<file path="src/rtl/i2c_pkg.sv">
// Shared types and constants for the I2C subordinate front end.
package i2c_pkg;

  localparam int BITS_PER_BYTE = 8;
  localparam logic [3:0] ACK_SLOT = 4'd8;
  localparam logic [3:0] LAST_BIT = 4'(BITS_PER_BYTE - 1);

  typedef enum logic [2:0] {
    IDLE,
    ADDRESS,
    ADDR_ACK,
    WRITE_DATA,
    WRITE_ACK,
    READ_DATA,
    READ_ACK,
    WAIT_STOP
  } i2c_seq_state_t;

endpackage

</file>
<file path="src/rtl/i2c_frame_sequencer_if.sv">
// Bus-side and checker-side signals of the I2C frame sequencer.
interface i2c_frame_sequencer_if;
  logic       scl_in;
  logic       sda_in;
  logic       address_match;
  logic       read_bit;
  logic       start;
  logic       stop;
  logic       scl_rise;
  logic       read_address;
  logic [3:0] clock_count;
  logic       sda_oe;
  logic [7:0] rx_data;
  logic       rx_valid;
  logic       master_nack;

  modport slave (
    input  scl_in, sda_in,
    input  address_match, read_bit,
    output start, stop, scl_rise,
    output read_address, clock_count,
    output sda_oe, rx_data, rx_valid,
    output master_nack
  );

  modport master (
    output scl_in, sda_in,
    output address_match, read_bit,
    input  start, stop, scl_rise,
    input  read_address, clock_count,
    input  sda_oe, rx_data, rx_valid,
    input  master_nack
  );
endinterface

</file>
<file path="src/rtl/i2c_sync_edge.sv">
// Multi-flop synchronizer with combinational rise/fall strobes.
module i2c_sync_edge #(
  parameter int SYNC_STAGES = 2
) (
  input  logic clk,
  input  logic rst_n,
  input  logic d,
  output logic q,
  output logic rise,
  output logic fall
);

  logic [SYNC_STAGES-1:0] sync;
  logic                   q_d;

  // Reset to the idle bus level so release never looks like an edge
  always_ff @(posedge clk) begin
    if (!rst_n) begin
      sync <= '1;
      q_d  <= 1'b1;
    end else begin
      sync <= {sync[SYNC_STAGES-2:0], d};
      q_d  <= sync[SYNC_STAGES-1];
    end
  end

  assign q    = sync[SYNC_STAGES-1];
  assign rise = q & ~q_d;
  assign fall = ~q & q_d;

endmodule

</file>
<file path="src/rtl/i2c_frame_sequencer.sv">
// START/STOP detect, bit counting and address/ACK/data phasing.
module i2c_frame_sequencer
  import i2c_pkg::*;
#(
  parameter int SYNC_STAGES = 2
) (
  input logic clk,
  input logic rst_n,
  i2c_frame_sequencer_if.slave bus
);

  logic scl_s, scl_r, scl_f;
  logic sda_s, sda_r, sda_f;

  i2c_sync_edge #(.SYNC_STAGES(SYNC_STAGES)) u_scl (
    .clk  (clk),
    .rst_n(rst_n),
    .d    (bus.scl_in),
    .q    (scl_s),
    .rise (scl_r),
    .fall (scl_f)
  );

  i2c_sync_edge #(.SYNC_STAGES(SYNC_STAGES)) u_sda (
    .clk  (clk),
    .rst_n(rst_n),
    .d    (bus.sda_in),
    .q    (sda_s),
    .rise (sda_r),
    .fall (sda_f)
  );

  i2c_seq_state_t state;
  logic           bit_seen;
  logic           rd_q;
  logic [7:0]     shift;
  logic [3:0]     cnt_nxt;
  logic           is_start, is_stop, active, adv;

  assign is_start = sda_f & scl_s;
  assign is_stop  = sda_r & scl_s;
  assign active   = (state != IDLE) && (state != WAIT_STOP);
  assign adv      = scl_f & bit_seen;
  assign cnt_nxt  = (bus.clock_count == ACK_SLOT) ?
                    4'd0 : bus.clock_count + 4'd1;

  always_ff @(posedge clk) begin
    if (!rst_n) begin
      state            <= IDLE;
      bit_seen         <= 1'b0;
      rd_q             <= 1'b0;
      shift            <= '0;
      bus.start        <= 1'b0;
      bus.stop         <= 1'b0;
      bus.scl_rise     <= 1'b0;
      bus.read_address <= 1'b0;
      bus.clock_count  <= '0;
      bus.sda_oe       <= 1'b0;
      bus.rx_data      <= '0;
      bus.rx_valid     <= 1'b0;
      bus.master_nack  <= 1'b0;
    end else begin
      bus.start       <= 1'b0;
      bus.stop        <= 1'b0;
      bus.rx_valid    <= 1'b0;
      bus.master_nack <= 1'b0;
      bus.scl_rise    <= scl_r;
      if (is_start) begin
        state            <= ADDRESS;
        bus.start        <= 1'b1;
        bus.clock_count  <= '0;
        bus.sda_oe       <= 1'b0;
        bus.read_address <= 1'b1;
        bit_seen         <= 1'b0;
        shift            <= '0;
      end else if (is_stop) begin
        state            <= IDLE;
        bus.stop         <= 1'b1;
        bus.clock_count  <= '0;
        bus.sda_oe       <= 1'b0;
        bus.read_address <= 1'b0;
        bit_seen         <= 1'b0;
      end else if (active && scl_r) begin
        bit_seen <= 1'b1;
        if (state == WRITE_DATA)
          shift <= {shift[6:0], sda_s};
        if (state == READ_ACK && sda_s) begin
          bus.master_nack <= 1'b1;
          state           <= WAIT_STOP;
        end
      end else if (active && adv) begin
        bit_seen        <= 1'b0;
        bus.clock_count <= cnt_nxt;
        unique case (state)
          ADDRESS: if (bus.clock_count == LAST_BIT) begin
            bus.read_address <= 1'b0;
            rd_q             <= bus.read_bit;
            if (bus.address_match) begin
              state      <= ADDR_ACK;
              bus.sda_oe <= 1'b1;
            end else begin
              state           <= IDLE;
              bus.clock_count <= '0;
            end
          end
          ADDR_ACK: if (bus.clock_count == ACK_SLOT) begin
            bus.sda_oe <= 1'b0;
            state      <= rd_q ? READ_DATA : WRITE_DATA;
          end
          WRITE_DATA: if (bus.clock_count == LAST_BIT) begin
            bus.rx_data  <= shift;
            bus.rx_valid <= 1'b1;
            bus.sda_oe   <= 1'b1;
            state        <= WRITE_ACK;
          end
          WRITE_ACK: if (bus.clock_count == ACK_SLOT) begin
            bus.sda_oe <= 1'b0;
            state      <= WRITE_DATA;
          end
          READ_DATA: if (bus.clock_count == LAST_BIT)
            state <= READ_ACK;
          READ_ACK: if (bus.clock_count == ACK_SLOT)
            state <= READ_DATA;
          default: state <= IDLE;
        endcase
      end
    end
  end

endmodule

</file>
<file path="src/flat_wrapper.sv">
// flat-port wrapper written by rule: the top's interface ports become plain ports
module i2c_frame_sequencer_flat import i2c_pkg::*;
#(
  parameter int SYNC_STAGES = 2
)
  (clk, rst_n, bus_scl_in, bus_sda_in, bus_address_match, bus_read_bit, bus_start, bus_stop, bus_scl_rise, bus_read_address, bus_clock_count, bus_sda_oe, bus_rx_data, bus_rx_valid, bus_master_nack);
  i2c_frame_sequencer_if bus_i ();
  input logic clk;
  input logic rst_n;
  input wire logic [$bits(bus_i.scl_in)-1:0] bus_scl_in;
  input wire logic [$bits(bus_i.sda_in)-1:0] bus_sda_in;
  input wire logic [$bits(bus_i.address_match)-1:0] bus_address_match;
  input wire logic [$bits(bus_i.read_bit)-1:0] bus_read_bit;
  output wire logic [$bits(bus_i.start)-1:0] bus_start;
  output wire logic [$bits(bus_i.stop)-1:0] bus_stop;
  output wire logic [$bits(bus_i.scl_rise)-1:0] bus_scl_rise;
  output wire logic [$bits(bus_i.read_address)-1:0] bus_read_address;
  output wire logic [$bits(bus_i.clock_count)-1:0] bus_clock_count;
  output wire logic [$bits(bus_i.sda_oe)-1:0] bus_sda_oe;
  output wire logic [$bits(bus_i.rx_data)-1:0] bus_rx_data;
  output wire logic [$bits(bus_i.rx_valid)-1:0] bus_rx_valid;
  output wire logic [$bits(bus_i.master_nack)-1:0] bus_master_nack;
  assign bus_i.scl_in = bus_scl_in;
  assign bus_i.sda_in = bus_sda_in;
  assign bus_i.address_match = bus_address_match;
  assign bus_i.read_bit = bus_read_bit;
  assign bus_start = bus_i.start;
  assign bus_stop = bus_i.stop;
  assign bus_scl_rise = bus_i.scl_rise;
  assign bus_read_address = bus_i.read_address;
  assign bus_clock_count = bus_i.clock_count;
  assign bus_sda_oe = bus_i.sda_oe;
  assign bus_rx_data = bus_i.rx_data;
  assign bus_rx_valid = bus_i.rx_valid;
  assign bus_master_nack = bus_i.master_nack;
  i2c_frame_sequencer #(.SYNC_STAGES(SYNC_STAGES)) u_core (.clk(clk), .rst_n(rst_n), .bus(bus_i));
endmodule
</file>
<file path="config.mk">
export PLATFORM = sky130hd
export DESIGN_NAME = i2c_frame_sequencer_flat
export DESIGN_NICKNAME = d
export VERILOG_FILES = /design/src/rtl/i2c_pkg.sv /design/src/rtl/i2c_frame_sequencer_if.sv /design/src/rtl/i2c_sync_edge.sv /design/src/rtl/i2c_frame_sequencer.sv /design/src/flat_wrapper.sv
export SDC_FILE = /design/constraint.sdc
export NUM_CORES = 1
export LEC_CHECK = 0
export BUFFER_PORTS_ARGS = -buffer_cell sky130_fd_sc_hd__buf_2
export CAP_MARGIN = 20
export CORE_MARGIN = 4
export CORE_UTILIZATION = 55
export DETAILED_ROUTE_END_ITERATION = 16
export PLACE_DENSITY = 0.77
export SETUP_SLACK_MARGIN = 0.15
export SLEW_MARGIN = 10
export SYNTH_ARGS = -nofsm -noshare
export SYNTH_HDL_FRONTEND = slang
export SYNTH_SLANG_ARGS = --single-unit
</file>
<file path="constraint.sdc">
create_clock -name clk -period 2.87 [get_ports clk]
set_input_delay 0 -clock clk [delete_from_list [all_inputs] [get_ports clk]]
set_output_delay 0 -clock clk [all_outputs]
set_load 0.01 [all_outputs]
</file>
==> flow_summary.rst, run 1 <==
.. list-table::
   :header-rows: 1

   * - Metric
     - Value
   * - Fmax achieved
     - 539 MHz
   * - Initial Util
     - 0.593
   * - Beginning of the worst register-to-register path
     - u_core.u_scl.sync[1]
   * - Number of vias per cell
     - 5.46
   * - CP max stage delay
     - 0.54 ns
   * - Count of clock tree sinks
     - 38
   * - # Post-CTS Setup Buffers
     - 0
   * - Post-Syn Area
     - 1690 sq um
   * - Unrepaired setup endpoints after global routing
     - no
   * - Clock tree from TritonCTS
     - yes
   * - Global Route Usage Sum
     - 0.167
   * - Critical Path, Cell by Cell
     - nor2b_1 -> and4_1 -> mux2i_1 -> nor2_1
   * - Max-slew violations
     - 0
   * - Chip height
     - 63.4 microns
   * - # fillers
     - 255
   * - Top fanout value on the critical path
     - 8
   * - Worst setup endpoint
     - u_core.shift[0]
   * - Io pins
     - 25
   * - Gates resized, CTS repair
     - 0
   * - Post-route ant nets
     - 0
   * - Routed wirelength normalized by instance count
     - 13.5 microns
   * - Post-Synthesis Cells
     - 176
   * - Fraction of layout cells with a size suffix above 1
     - 0.223
   * - Arrival time of data at the critical path endpoint
     - 2.08 ns
   * - Number of diodes added for antenna fixing
     - 0
   * - Drt first pass iters
     - 4
   * - Power per unit of standard cell area
     - 494 nW/um^2
   * - # hold bufs at CTS
     - 3
   * - Number of global-route vias before repair
     - 1202
   * - Kind of capture point of the worst setup path
     - flip-flop
   * - Final net count
     - 210
   * - Drt first-iter violations
     - 62
   * - Later-pin clock latency in the skew report
     - 0.33 ns
   * - Detailed-route DRC error count
     - 0
   * - Final setup skew
     - 0.00456 ns
   * - Worst Path Required
     - 3.09 ns
   * - Max-capacitance violation count
     - 0
   * - Routability Congestion
     - 0.828
   * - Total die area
     - 4020 sq um
   * - Overall overflow remaining after global route
     - 0
   * - Most frequent cells in the layout
     - dfxtp_1 (38), buf_2 (24), nor2_1 (21)
   * - Synthesized area divided by synthesized cell count
     - 9.60 sq um
   * - Count of warnings emitted by yosys
     - 0
   * - Post-route worst hold slack
     - 0.0379 ns
   * - Area growth, synth to finish
     - 12.1%
   * - H-tree levels
     - 2
   * - Type of origin of the critical path
     - flip-flop
   * - Maximum number of pins on one net before global-route repair
     - 25
   * - Final period util
     - 0.646
   * - Cell at the root of the clock tree
     - clkbuf_4
   * - Num rows
     - 19
   * - Post-placement setup slack
     - 1.05 ns
   * - Area of the core region
     - 2850 sq um
   * - Post-layout minimum cycle time
     - 1.85 ns
   * - Setup slack of the worst register-to-register path
     - 1.02 ns
   * - Run status
     - complete, no violations
   * - Setup violators final
     - 0
   * - Hold Fails Final Rpt
     - 0
   * - Share of the yosys chip area belonging to registers
     - 0.450
   * - Most frequent standard cell in the layout excluding fill and tap cells
     - dfxtp_1
   * - LEAKAGE
     - 0.768 nW
   * - Reg clk slew, reported paths
     - 0.11 ns
   * - Final worst-path setup slack
     - 1.02 ns
   * - Number of distinct standard cells referenced by the synthesized netlist
     - 41
   * - Worst slew margin
     - 0.674
   * - Maximum clock insertion buffer count
     - 2
   * - Number of storage elements in the synthesis netlist
     - 38
   * - Kind of path behind the tightest hold check
     - primary input to flip-flop
   * - Number of antenna violations at the first check in global routing
     - 0
   * - Post-layout utilization of the core
     - 0.664
   * - Crit-path slowest cell
     - and4_1
   * - Transition at the pin with the smallest max-transition slack
     - 0.489 ns
   * - Max rail drop VDD
     - 0.378 mV
   * - Post-detailed-routing wire length
     - 3.14 mm
   * - IO Port Bufs
     - 24
   * - Vias after detailed routing
     - 1272
   * - Post-synthesis net count
     - 184
   * - Num CTS Buffers
     - 5
   * - Capturing point of the worst reg2reg path
     - u_core.shift[0]
   * - Worst setup startpoint
     - u_core.u_scl.sync[1]
   * - Accumulated negative setup slack
     - 0 ns
   * - Worst setup path category
     - flip-flop to flip-flop
   * - First-pass GRT wire length
     - 5.36 mm
   * - DP HPWL
     - 2.24 mm
   * - Cell count of the worst reg-to-reg path
     - 4
   * - Die Span X
     - 63.4 microns
final cells by class:
class	instances	area (sq um)	area share
Clock buffer	6	51.3	0.0271
Clock inverter	1	30.0	0.0158
Inverter	4	15.0	0.00792
Multi-Input combinational cell	126	850	0.448
Sequential cell	38	761	0.401
Tap cell	31	38.8	0.0205
Timing Repair Buffer	27	150	0.0792
routing by layer:
metal,wire length (microns),part of all wire,global-route usage
met2,1530,0.49,0.274
met5,0,0,0
met3,125,0.040,0.0604
met4,59,0.019,0.0566
met1,1430,0.45,0.202
cell families (layout without fill, tap and decap cells):
logic type	count (synthesis)	count (layout)	share of synthesized area
fa+ha+maj	2	2	0.0148
mux	20	20	0.118
buf+inv	12	38	0.0474
simple gates	83	83	0.276
xor+xnor	2	2	0.0104
flops	38	38	0.450
compound gates	19	19	0.0829
power by group:
| part | leakage (nW) | internal (mW) | switching, mW |
|---|---|---|---|
| clock network | 0.0443 | 0.203 | 0.164 |
| logic | 0.416 | 0.0160 | 0.0185 |
| registers | 0.307 | 0.532 | 0.00440 |
| total | 0.768 | 0.751 | 0.186 |
synth_stat cells, drive strengths merged:
| master | count | area, sq um |
|---|---|---|
| dfxtp | 38 | 761 |
| nor2 | 22 | 90.1 |
| mux2i | 20 | 200 |
| nand2 | 16 | 72.6 |
| nor2b | 11 | 68.8 |
| nand2b | 9 | 56.3 |
| buf | 6 | 57.6 |
| nand3 | 6 | 35.0 |
| a21oi | 5 | 25.0 |
| a211oi | 4 | 30.0 |
| inv | 4 | 15.0 |
| nor3 | 4 | 20.0 |
| a31oi | 3 | 18.8 |
| a221oi | 2 | 23.8 |
| and2 | 2 | 12.5 |
| and3b | 2 | 20.0 |
| clkbuf | 2 | 7.51 |
| ha | 2 | 25.0 |
| nor3b | 2 | 15.0 |
| or2 | 2 | 15.0 |
| or3 | 2 | 22.5 |
| a22o | 1 | 8.76 |
| a41o | 1 | 10.0 |
| and2b | 1 | 10.0 |
| and3 | 1 | 6.26 |
| and4 | 1 | 8.76 |
| nand3b | 1 | 7.51 |
| nand4 | 1 | 6.26 |
| o2111ai | 1 | 8.76 |
| o21ai | 1 | 5.00 |
| o21ba | 1 | 10.0 |
| xnor2 | 1 | 8.76 |
| xor2 | 1 | 8.76 |
worst max-delay path, delay by kind of cell (launching register included):
kind / cells / cell delay (ns)
AND/OR/NAND/NOR: 3 / 1.05
multiplexers: 1 / 0.26
flip-flops: 1 / 0.44
worst min path at each step:
| stage | startpoint | to | slack, ns | cells past startpoint |
|---|---|---|---|---|
| 2_1_floorplan | rst_n | u_core.u_sda.sync[0] | 0.07 | 1 |
| 3_3_place_gp | bus_scl_in | u_core.u_scl.sync[0] | 0.19 | 2 |
| 3_5_place_dp | bus_scl_in | u_core.u_scl.sync[0] | 0.19 | 2 |
| 4_1_cts | rst_n | u_core.u_scl.sync[1] | 0.03 | 2 |
| 5_1_grt | rst_n | u_core.u_scl.sync[0] | 0.05 | 2 |
| 6_report | rst_n | u_core.u_sda.q_d | 0.04 | 2 |
per-stage QoR:
| step | std cells | power [mW] | instance area [sq um] |
|---|---|---|---|
| 2_1_floorplan | 176 | 0.570 | 1690 |
| 3_3_place_gp | 223 | 0.579 | 1780 |
| 3_5_place_dp | 223 | 0.580 | 1780 |
| 4_1_cts | 233 | 0.946 | 1900 |
| 5_1_grt | 233 | 0.980 | 1900 |
| 6_report | 233 | 0.937 | 1900 |
state kept, by name, indices dropped and copies added, names as in the netlist, 2 cells and up:
name,flops
u_core.state,3
u_core.bus.clock_count,4
u_core.bus.rx_data,8
u_core.u_scl.sync,2
u_core.u_sda.sync,2
u_core.shift,8
Note: power is estimated with default switching activity, not from simulation.
==> run 2: changes to the inputs <==
--- a/config.mk
+++ b/config.mk
@@ -5,12 +5,13 @@
 export SDC_FILE = /design/constraint.sdc
 export NUM_CORES = 1
 export LEC_CHECK = 0
+export ABC_AREA = 1
 export BUFFER_PORTS_ARGS = -buffer_cell sky130_fd_sc_hd__buf_2
 export CAP_MARGIN = 20
 export CORE_MARGIN = 4
-export CORE_UTILIZATION = 55
+export CORE_UTILIZATION = 50
 export DETAILED_ROUTE_END_ITERATION = 16
-export PLACE_DENSITY = 0.77
+export PLACE_DENSITY = 0.74
 export SETUP_SLACK_MARGIN = 0.15
 export SLEW_MARGIN = 10
 export SYNTH_ARGS = -nofsm -noshare
==> constraint.sdc (replaced) <==
create_clock -name clk -period 1.64 [get_ports clk]
set_input_delay 0 -clock clk [delete_from_list [all_inputs] [get_ports clk]]
set_output_delay 0 -clock clk [all_outputs]
set_load 0.01 [all_outputs]
==> run 2 against run 1 <==
Effect of this change:
- sequential power increased by 74%
- design area is 15% higher
- non-clock buffer count is 16 higher
- core utilization grew 3.3 points
- setup slack worse by 0.86 ns
- final cell count rose by 31%
- maximum frequency grew 25%
==> flow_summary.rst, run 2 <==
.. list-table::
   :header-rows: 1

   * - Metric
     - Value
   * - First-pass GRT wire length
     - 6.26 mm
   * - Top fanout value on the critical path
     - 3
   * - Num CTS Buffers
     - 5
   * - Type of origin of the critical path
     - flip-flop
   * - Transition at the pin with the smallest max-transition slack
     - 0.282 ns
   * - Power per unit of standard cell area
     - 789 nW/um^2
   * - Total die area
     - 4320 sq um
   * - Number of global-route vias before repair
     - 1416
   * - Final period util
     - 0.904
   * - Count of clock tree sinks
     - 38
   * - Max-slew violations
     - 0
   * - Relative contribution of the clock network to total power
     - 0.387
   * - Final net count
     - 270
   * - Maximum clock insertion buffer count
     - 2
   * - Number of antenna violations at the first check in global routing
     - 0
   * - Post-layout minimum cycle time
     - 1.48 ns
   * - CP max stage delay
     - 0.39 ns
   * - Arrival time of data at the critical path endpoint
     - 1.74 ns
   * - Maximum number of pins on one net before global-route repair
     - 17
   * - Beginning of the worst register-to-register path
     - u_core.bus.clock_count[0]
   * - Number of storage elements in the synthesis netlist
     - 38
   * - Most frequent standard cell in the layout excluding fill and tap cells
     - nand2_1
   * - Worst slew margin
     - 0.812
   * - Later-pin clock latency in the skew report
     - 0.36 ns
   * - IO Port Bufs
     - 24
   * - Initial Util
     - 0.533
   * - Worst setup endpoint
     - u_core.state[0]
   * - Number of distinct standard cells referenced by the synthesized netlist
     - 25
   * - Number of gates on the worst path with buffers counted
     - 10
   * - Registers with the highest flip-flop counts
     - u_core.bus.rx_data x8, u_core.shift x8, u_core.bus.clock_count x4
   * - Worst setup path category
     - flip-flop to flip-flop
   * - Routability Congestion
     - 0.873
   * - Die Span X
     - 65.8 microns
   * - Hold Fails Final Rpt
     - 0
   * - Post-detailed-routing wire length
     - 4.09 mm
   * - Routed wirelength normalized by instance count
     - 13.4 microns
   * - Clock tree from TritonCTS
     - yes
   * - Kind of capture point of the worst setup path
     - flip-flop
   * - Post-Syn Area
     - 1670 sq um
   * - Global Route Usage Sum
     - 0.190
   * - Post-route ant nets
     - 0
   * - Library cell with the highest instance count after synthesis
     - nand2_1
   * - Post-synth top area share
     - 0.456
   * - Number of vias per cell
     - 5.38
   * - Detailed-route DRC error count
     - 0
   * - Worst setup startpoint
     - u_core.bus.clock_count[0]
   * - Internal Power
     - 1.33 mW
   * - Most area-hungry cell type in the Yosys netlist
     - dfxtp_1
   * - Area contributors post-synth
     - dfxtp_1 (46%), nand2_1 (9.0%), a21oi_1 (8.4%), nand3_1 (6.6%), nor2_1 (4.7%)
   * - Fraction of layout cells with a size suffix above 1
     - 0.363
   * - Most frequent cells in the layout
     - nand2_1 (35), dfxtp_1 (31), a21oi_1 (24), buf_2 (24), nand3_1 (19)
   * - Most frequent CP cell
     - nand2_2
   * - Post-Synthesis Cells
     - 217
   * - Setup violators final
     - 0
   * - Finished layout cell area
     - 2180 sq um
   * - Max rail drop VDD
     - 0.672 mV
   * - Buf/Inv on CP
     - 2
   * - DP HPWL
     - 2.52 mm
   * - Setup slack of the worst register-to-register path
     - 0.16 ns
   * - Post-synthesis async set-or-reset flop share
     - 0
   * - Share of the yosys chip area belonging to registers
     - 0.456
   * - Most used flip-flop cell after synthesis
     - dfxtp_1
   * - P_sw
     - 394 uW
   * - # fillers
     - 257
   * - Run status
     - complete, no violations
   * - Critical Path, Cell by Cell
     - inv_2 -> ha_4 -> nand2_2 -> nor2_4 -> inv_1 -> nand3_2 -> nand2_1 -> nand2_2 -> a21oi_2 -> nor2_1
   * - Crit-path slowest cell
     - dfxtp_4
   * - Final setup skew
     - 0.0146 ns
   * - Kind of path behind the tightest hold check
     - primary input to flip-flop
   * - Area of the core region
     - 3130 sq um
   * - Cell class contributing the biggest share of worst-path delay
     - simple AND/OR/NAND/NOR gates
   * - Post-synthesis net count
     - 225
   * - Cell at the root of the clock tree
     - clkbuf_4
   * - Max-capacitance violation count
     - 0
   * - Vias after detailed routing
     - 1645
   * - Comb pwr share
     - 0.069
   * - Reg clk slew, reported paths
     - 0.11 ns
   * - Area growth, synth to finish
     - 30.8%
   * - Worst Path Required
     - 1.89 ns
   * - H-tree levels
     - 2
   * - Number of diodes added for antenna fixing
     - 0
   * - Drt first-iter violations
     - 166
   * - Cell count of the worst reg-to-reg path
     - 10
   * - LEAKAGE
     - 0.920 nW
   * - Accumulated negative setup slack
     - 0 ns
   * - Switching Share
     - 0.229
   * - Number of enable-type register cells in the synthesized netlist
     - 0
   * - Io pins
     - 25
   * - Capturing point of the worst reg2reg path
     - u_core.state[0]
   * - Fraction of power consumed by sequential logic
     - 0.544
   * - Drt first pass iters
     - 5
   * - Count of warnings emitted by yosys
     - 0
   * - Overall overflow remaining after global route
     - 0
   * - Unrepaired setup endpoints after global routing
     - yes
   * - Top cell types by occurrence after synthesis
     - nand2_1 (40), dfxtp_1 (38), a21oi_1 (28)
   * - Fmax achieved
     - 675 MHz
   * - Chip height
     - 65.8 microns
   * - Placement-stage cell area
     - 1880 sq um
   * - Synthesized area divided by synthesized cell count
     - 7.69 sq um
   * - Num rows
     - 20
## run 2: worst min path at each step
stage	from	end	slack, ns	cells past startpoint
final	bus_address_match	u_core.state[1]	0.07	5
after global routing	bus_address_match	u_core.state[1]	0.14	5
after CTS	bus_address_match	u_core.state[1]	0.03	5
after detailed placement	bus_scl_in	u_core.u_scl.sync[0]	0.19	2
after global placement	bus_sda_in	u_core.u_sda.sync[0]	0.19	2
after floorplan	rst_n	u_core.u_sda.q_d	0.07	1
## run 2: power groups by stage
stage	logic, mW	clock network (mW)	registers (mW)
global placement	0.0896	0	0.962
global route	0.133	0.713	0.938
finish	0.119	0.667	0.936
detailed placement	0.0910	0	0.962
CTS	0.100	0.678	0.942
floorplan	0.0648	0	0.962
## run 2: cell type report
cell class                 instances  area, sq um  share of cell area
timing repair buffer              43          273               0.125
clock buffer                       6         51.3              0.0235
tap                               44         55.1              0.0252
clock inverter                     1         30.0              0.0138
sequential                        38          782               0.359
multi-input combinational        156          920               0.422
inverter                          18         70.1              0.0321
## run 2: layer usage
| metal | global-route usage | vias up | share of wire |
|---|---|---|---|
| li1 | - | 823 | - |
| met1 | 0.255 | 755 | 0.45 |
| met2 | 0.283 | 50 | 0.47 |
| met3 | 0.0513 | 17 | 0.054 |
| met4 | 0.0829 | 0 | 0.027 |
| met5 | 0 | - | 0 |
## run 2: cells by family (layout without fill, tap and decap cells)
group | count (synthesis) | after routing | synth area share
adder cells (fa/ha/maj) | 2 | 2 | 0.0150
flip-flops | 38 | 38 | 0.456
XOR/XNOR | 1 | 1 | 0.00525
AND/OR/NAND/NOR | 110 | 110 | 0.319
buffers and inverters | 23 | 68 | 0.0585
AO/OA/AOI/OAI | 43 | 43 | 0.146
## run 2: metrics by stage
stage / hold slack (ns) / utilization / power (mW) / std cells / worst slack [ns]
after floorplan: 0.0690 / - / 1.03 / 217 / 0.211
after global placement: 0.185 / 0.601 / 1.05 / 289 / 0.133
after detailed placement: 0.189 / 0.601 / 1.05 / 289 / 0.111
after CTS: 0.0290 / 0.644 / 1.72 / 300 / 0.149
after global routing: 0.137 / 0.697 / 1.78 / 306 / 0.0684
final: 0.0651 / 0.697 / 1.72 / 306 / 0.158
## run 2: tightest hold or removal path, stage by stage
cell,delay [ns]
buf_2,0.09
nand2_1,0.06
nand4_1,0.12
a21oi_2,0.04
nor2_1,0.09
## run 2: repair_timing
item,CTS,global route
hold endpoints to repair,6,0
pin swaps,0,9
setup buffers,0,6
endpoints found under the setup margin,7,27
resized for setup,5,36
hold buffers,4,0
==> run 3: changes to the inputs <==
--- a/config.mk
+++ b/config.mk
@@ -11,6 +11,7 @@
 export CORE_MARGIN = 4
 export CORE_UTILIZATION = 50
 export DETAILED_ROUTE_END_ITERATION = 16
+export HOLD_SLACK_MARGIN = 0.08
 export PLACE_DENSITY = 0.74
 export SETUP_SLACK_MARGIN = 0.15
 export SLEW_MARGIN = 10
==> run 3 against run 2 <==
Effect of this change:
- flip-flop and latch count unchanged
- via count increased by 0.30%
- hold slack improved by 0.32 ns
- setup slack is the same
- critical path depth did not move
- sequential share of layout area decreased by 0.16 points
- die area stayed put
- wire length rose by 0.27%
- sequential power hardly changed
==> flow_summary.rst, run 3 (synthesis gave the netlist of run 2 again) <==
.. list-table::
   :header-rows: 1

   * - Metric
     - Value
   * - Post-route ant nets
     - 0
   * - Registers with the highest flip-flop counts
     - u_core.bus.rx_data x8, u_core.shift x8, u_core.bus.clock_count x4
   * - Cell count of the worst reg-to-reg path
     - 10
   * - Capturing point of the worst reg2reg path
     - u_core.state[0]
   * - Fmax achieved
     - 675 MHz
   * - Detailed-route DRC error count
     - 0
   * - Vias after detailed routing
     - 1650
   * - Max-capacitance violation count
     - 0
   * - Worst setup path category
     - flip-flop to flip-flop
   * - Critical Path, Cell by Cell
     - inv_2 -> ha_4 -> nand2_2 -> nor2_4 -> inv_1 -> nand3_2 -> nand2_1 -> nand2_2 -> a21oi_2 -> nor2_1
   * - H-tree levels
     - 2
   * - Most frequent CP cell
     - nand2_2
   * - IO Port Bufs
     - 24
   * - Reg clk slew, reported paths
     - 0.11 ns
   * - Number of diodes added for antenna fixing
     - 0
   * - Drt first pass iters
     - 5
   * - Fraction of power consumed by sequential logic
     - 0.543
   * - Cell at the root of the clock tree
     - clkbuf_4
   * - Number of vias per cell
     - 5.37
   * - Total die area
     - 4320 sq um
   * - Num rows
     - 20
   * - Post-route worst hold slack
     - 0.386 ns
   * - Transition at the pin with the smallest max-transition slack
     - 0.282 ns
   * - Number of antenna violations at the first check in global routing
     - 0
   * - Routed wirelength normalized by instance count
     - 13.4 microns
   * - Cell class contributing the biggest share of worst-path delay
     - simple AND/OR/NAND/NOR gates
   * - Later-pin clock latency in the skew report
     - 0.36 ns
   * - Chip height
     - 65.8 microns
   * - Beginning of the worst register-to-register path
     - u_core.bus.clock_count[0]
   * - Most frequent standard cell in the layout excluding fill and tap cells
     - nand2_1
   * - Placement-stage cell area
     - 1880 sq um
   * - Worst Path Required
     - 1.89 ns
   * - Max-slew violations
     - 0
   * - Top fanout value on the critical path
     - 3
   * - # fillers
     - 253
   * - Fraction of layout cells with a size suffix above 1
     - 0.361
   * - DP HPWL
     - 2.52 mm
   * - Run status
     - complete, no violations
   * - Clock tree from TritonCTS
     - yes
   * - Final setup skew
     - 0.0146 ns
   * - Area of combinational cells with multiple inputs
     - 920 sq um
   * - Hold Fails Final Rpt
     - 0
   * - Type of origin of the critical path
     - flip-flop
   * - Area of the core region
     - 3130 sq um
   * - Comb pwr share
     - 0.070
   * - Maximum number of pins on one net before global-route repair
     - 17
   * - Num CTS Buffers
     - 5
   * - Unrepaired setup endpoints after global routing
     - yes
   * - Drt first-iter violations
     - 146
   * - Switching Share
     - 0.229
   * - Worst min-delay path startpoint
     - bus_sda_in
   * - Io pins
     - 25
   * - Register area
     - 782 sq um
   * - Relative contribution of the clock network to total power
     - 0.387
   * - Setup violators final
     - 0
   * - Power per unit of standard cell area
     - 787 nW/um^2
   * - Routability Congestion
     - 0.873
   * - Terminating pin of the worst hold path
     - u_core.u_sda.sync[0]
   * - Post-detailed-routing wire length
     - 4.10 mm
   * - Worst slew margin
     - 0.812
   * - Arrival time of data at the critical path endpoint
     - 1.74 ns
   * - First-pass GRT wire length
     - 6.28 mm
   * - Number of global-route vias before repair
     - 1422
   * - Internal Power
     - 1.33 mW
   * - LEAKAGE
     - 0.924 nW
   * - Count of clock tree sinks
     - 38
   * - Post-layout minimum cycle time
     - 1.48 ns
   * - Max rail drop VDD
     - 0.672 mV
   * - Setup slack of the worst register-to-register path
     - 0.16 ns
   * - Kind of capture point of the worst setup path
     - flip-flop
   * - CP max stage delay
     - 0.39 ns
   * - Area growth, synth to finish
     - 31.4%
   * - Crit-path slowest cell
     - dfxtp_4
   * - Most frequent cells in the layout
     - nand2_1 (35), dfxtp_1 (31), a21oi_1 (24), buf_2 (24), nand3_1 (19)
   * - Global Route Usage Sum
     - 0.190
   * - P_sw
     - 394 uW
   * - Total power
     - 1.72 mW
   * - Number of cells on the worst hold path
     - 3
   * - Accumulated negative setup slack
     - 0 ns
   * - Final net count
     - 271
   * - Kind of path behind the tightest hold check
     - primary input to flip-flop
   * - Overall overflow remaining after global route
     - 0
   * - Finished layout cell area
     - 2190 sq um
   * - Buf/Inv on CP
     - 2
   * - Die Span X
     - 65.8 microns
   * - Maximum clock insertion buffer count
     - 2
   * - Initial Util
     - 0.533
   * - Final period util
     - 0.904
==> run 3: layout make-up <==
type	count	share of cell area
Multi-Input combinational cell	156	0.420
Clock inverter	1	0.0137
Sequential cell	38	0.357
Inverter	18	0.0320
Timing Repair Buffer	44	0.129
Clock buffer	6	0.0234
Tap cell	44	0.0251
==> run 3: power by group through the flow <==
| stage | clock network (mW) | logic [mW] | registers, mW |
|---|---|---|---|
| floorplan | 0 | 0.0648 | 0.962 |
| global placement | 0 | 0.0896 | 0.962 |
| detailed placement | 0 | 0.0910 | 0.962 |
| CTS | 0.678 | 0.102 | 0.942 |
| global route | 0.713 | 0.135 | 0.938 |
| finish | 0.667 | 0.121 | 0.936 |
==> run 3: worst max path at each step <==
stage	slack, ns	endpoint	from	cells after the start
4_1_cts	0.15	u_core.state[2]	u_core.bus.clock_count[1]	8
2_1_floorplan	0.21	u_core.bus.read_address	u_core.bus.clock_count[0]	6
6_report	0.16	u_core.state[0]	u_core.bus.clock_count[0]	10
3_5_place_dp	0.11	u_core.bus.clock_count[1]	u_core.u_sda.sync[1]	7
3_3_place_gp	0.13	u_core.bus.clock_count[1]	u_core.u_sda.sync[1]	7
5_1_grt	0.07	u_core.state[0]	u_core.state[0]	8
==> run 3: stage by stage <==
| step | utilization | worst slack (ns) | instances |
|---|---|---|---|
| floorplan | - | 0.211 | 217 |
| global placement | 0.601 | 0.133 | 289 |
| detailed placement | 0.601 | 0.111 | 289 |
| CTS | 0.647 | 0.149 | 301 |
| global route | 0.700 | 0.0684 | 307 |
| finish | 0.700 | 0.158 | 307 |
==> run 3: timing repair <==
item,CTS,global route
buffers inserted,0,6
hold endpoints to repair,7,0
pin swaps,0,9
setup endpoints to repair,7,27
resized for setup,5,36
cloned,0,0
hold buffers,5,0
==> run 3: worst min-delay path, stage by stage <==
cell and delay, ns:
dlygate4sd3_1 0.52, buf_2 0.10, or2_2 0.09
==> run 3: metal layers <==
layer	share of wire	global-route usage
met1	0.45	0.255
met2	0.47	0.285
met3	0.053	0.0513
met4	0.027	0.0829
met5	0	0
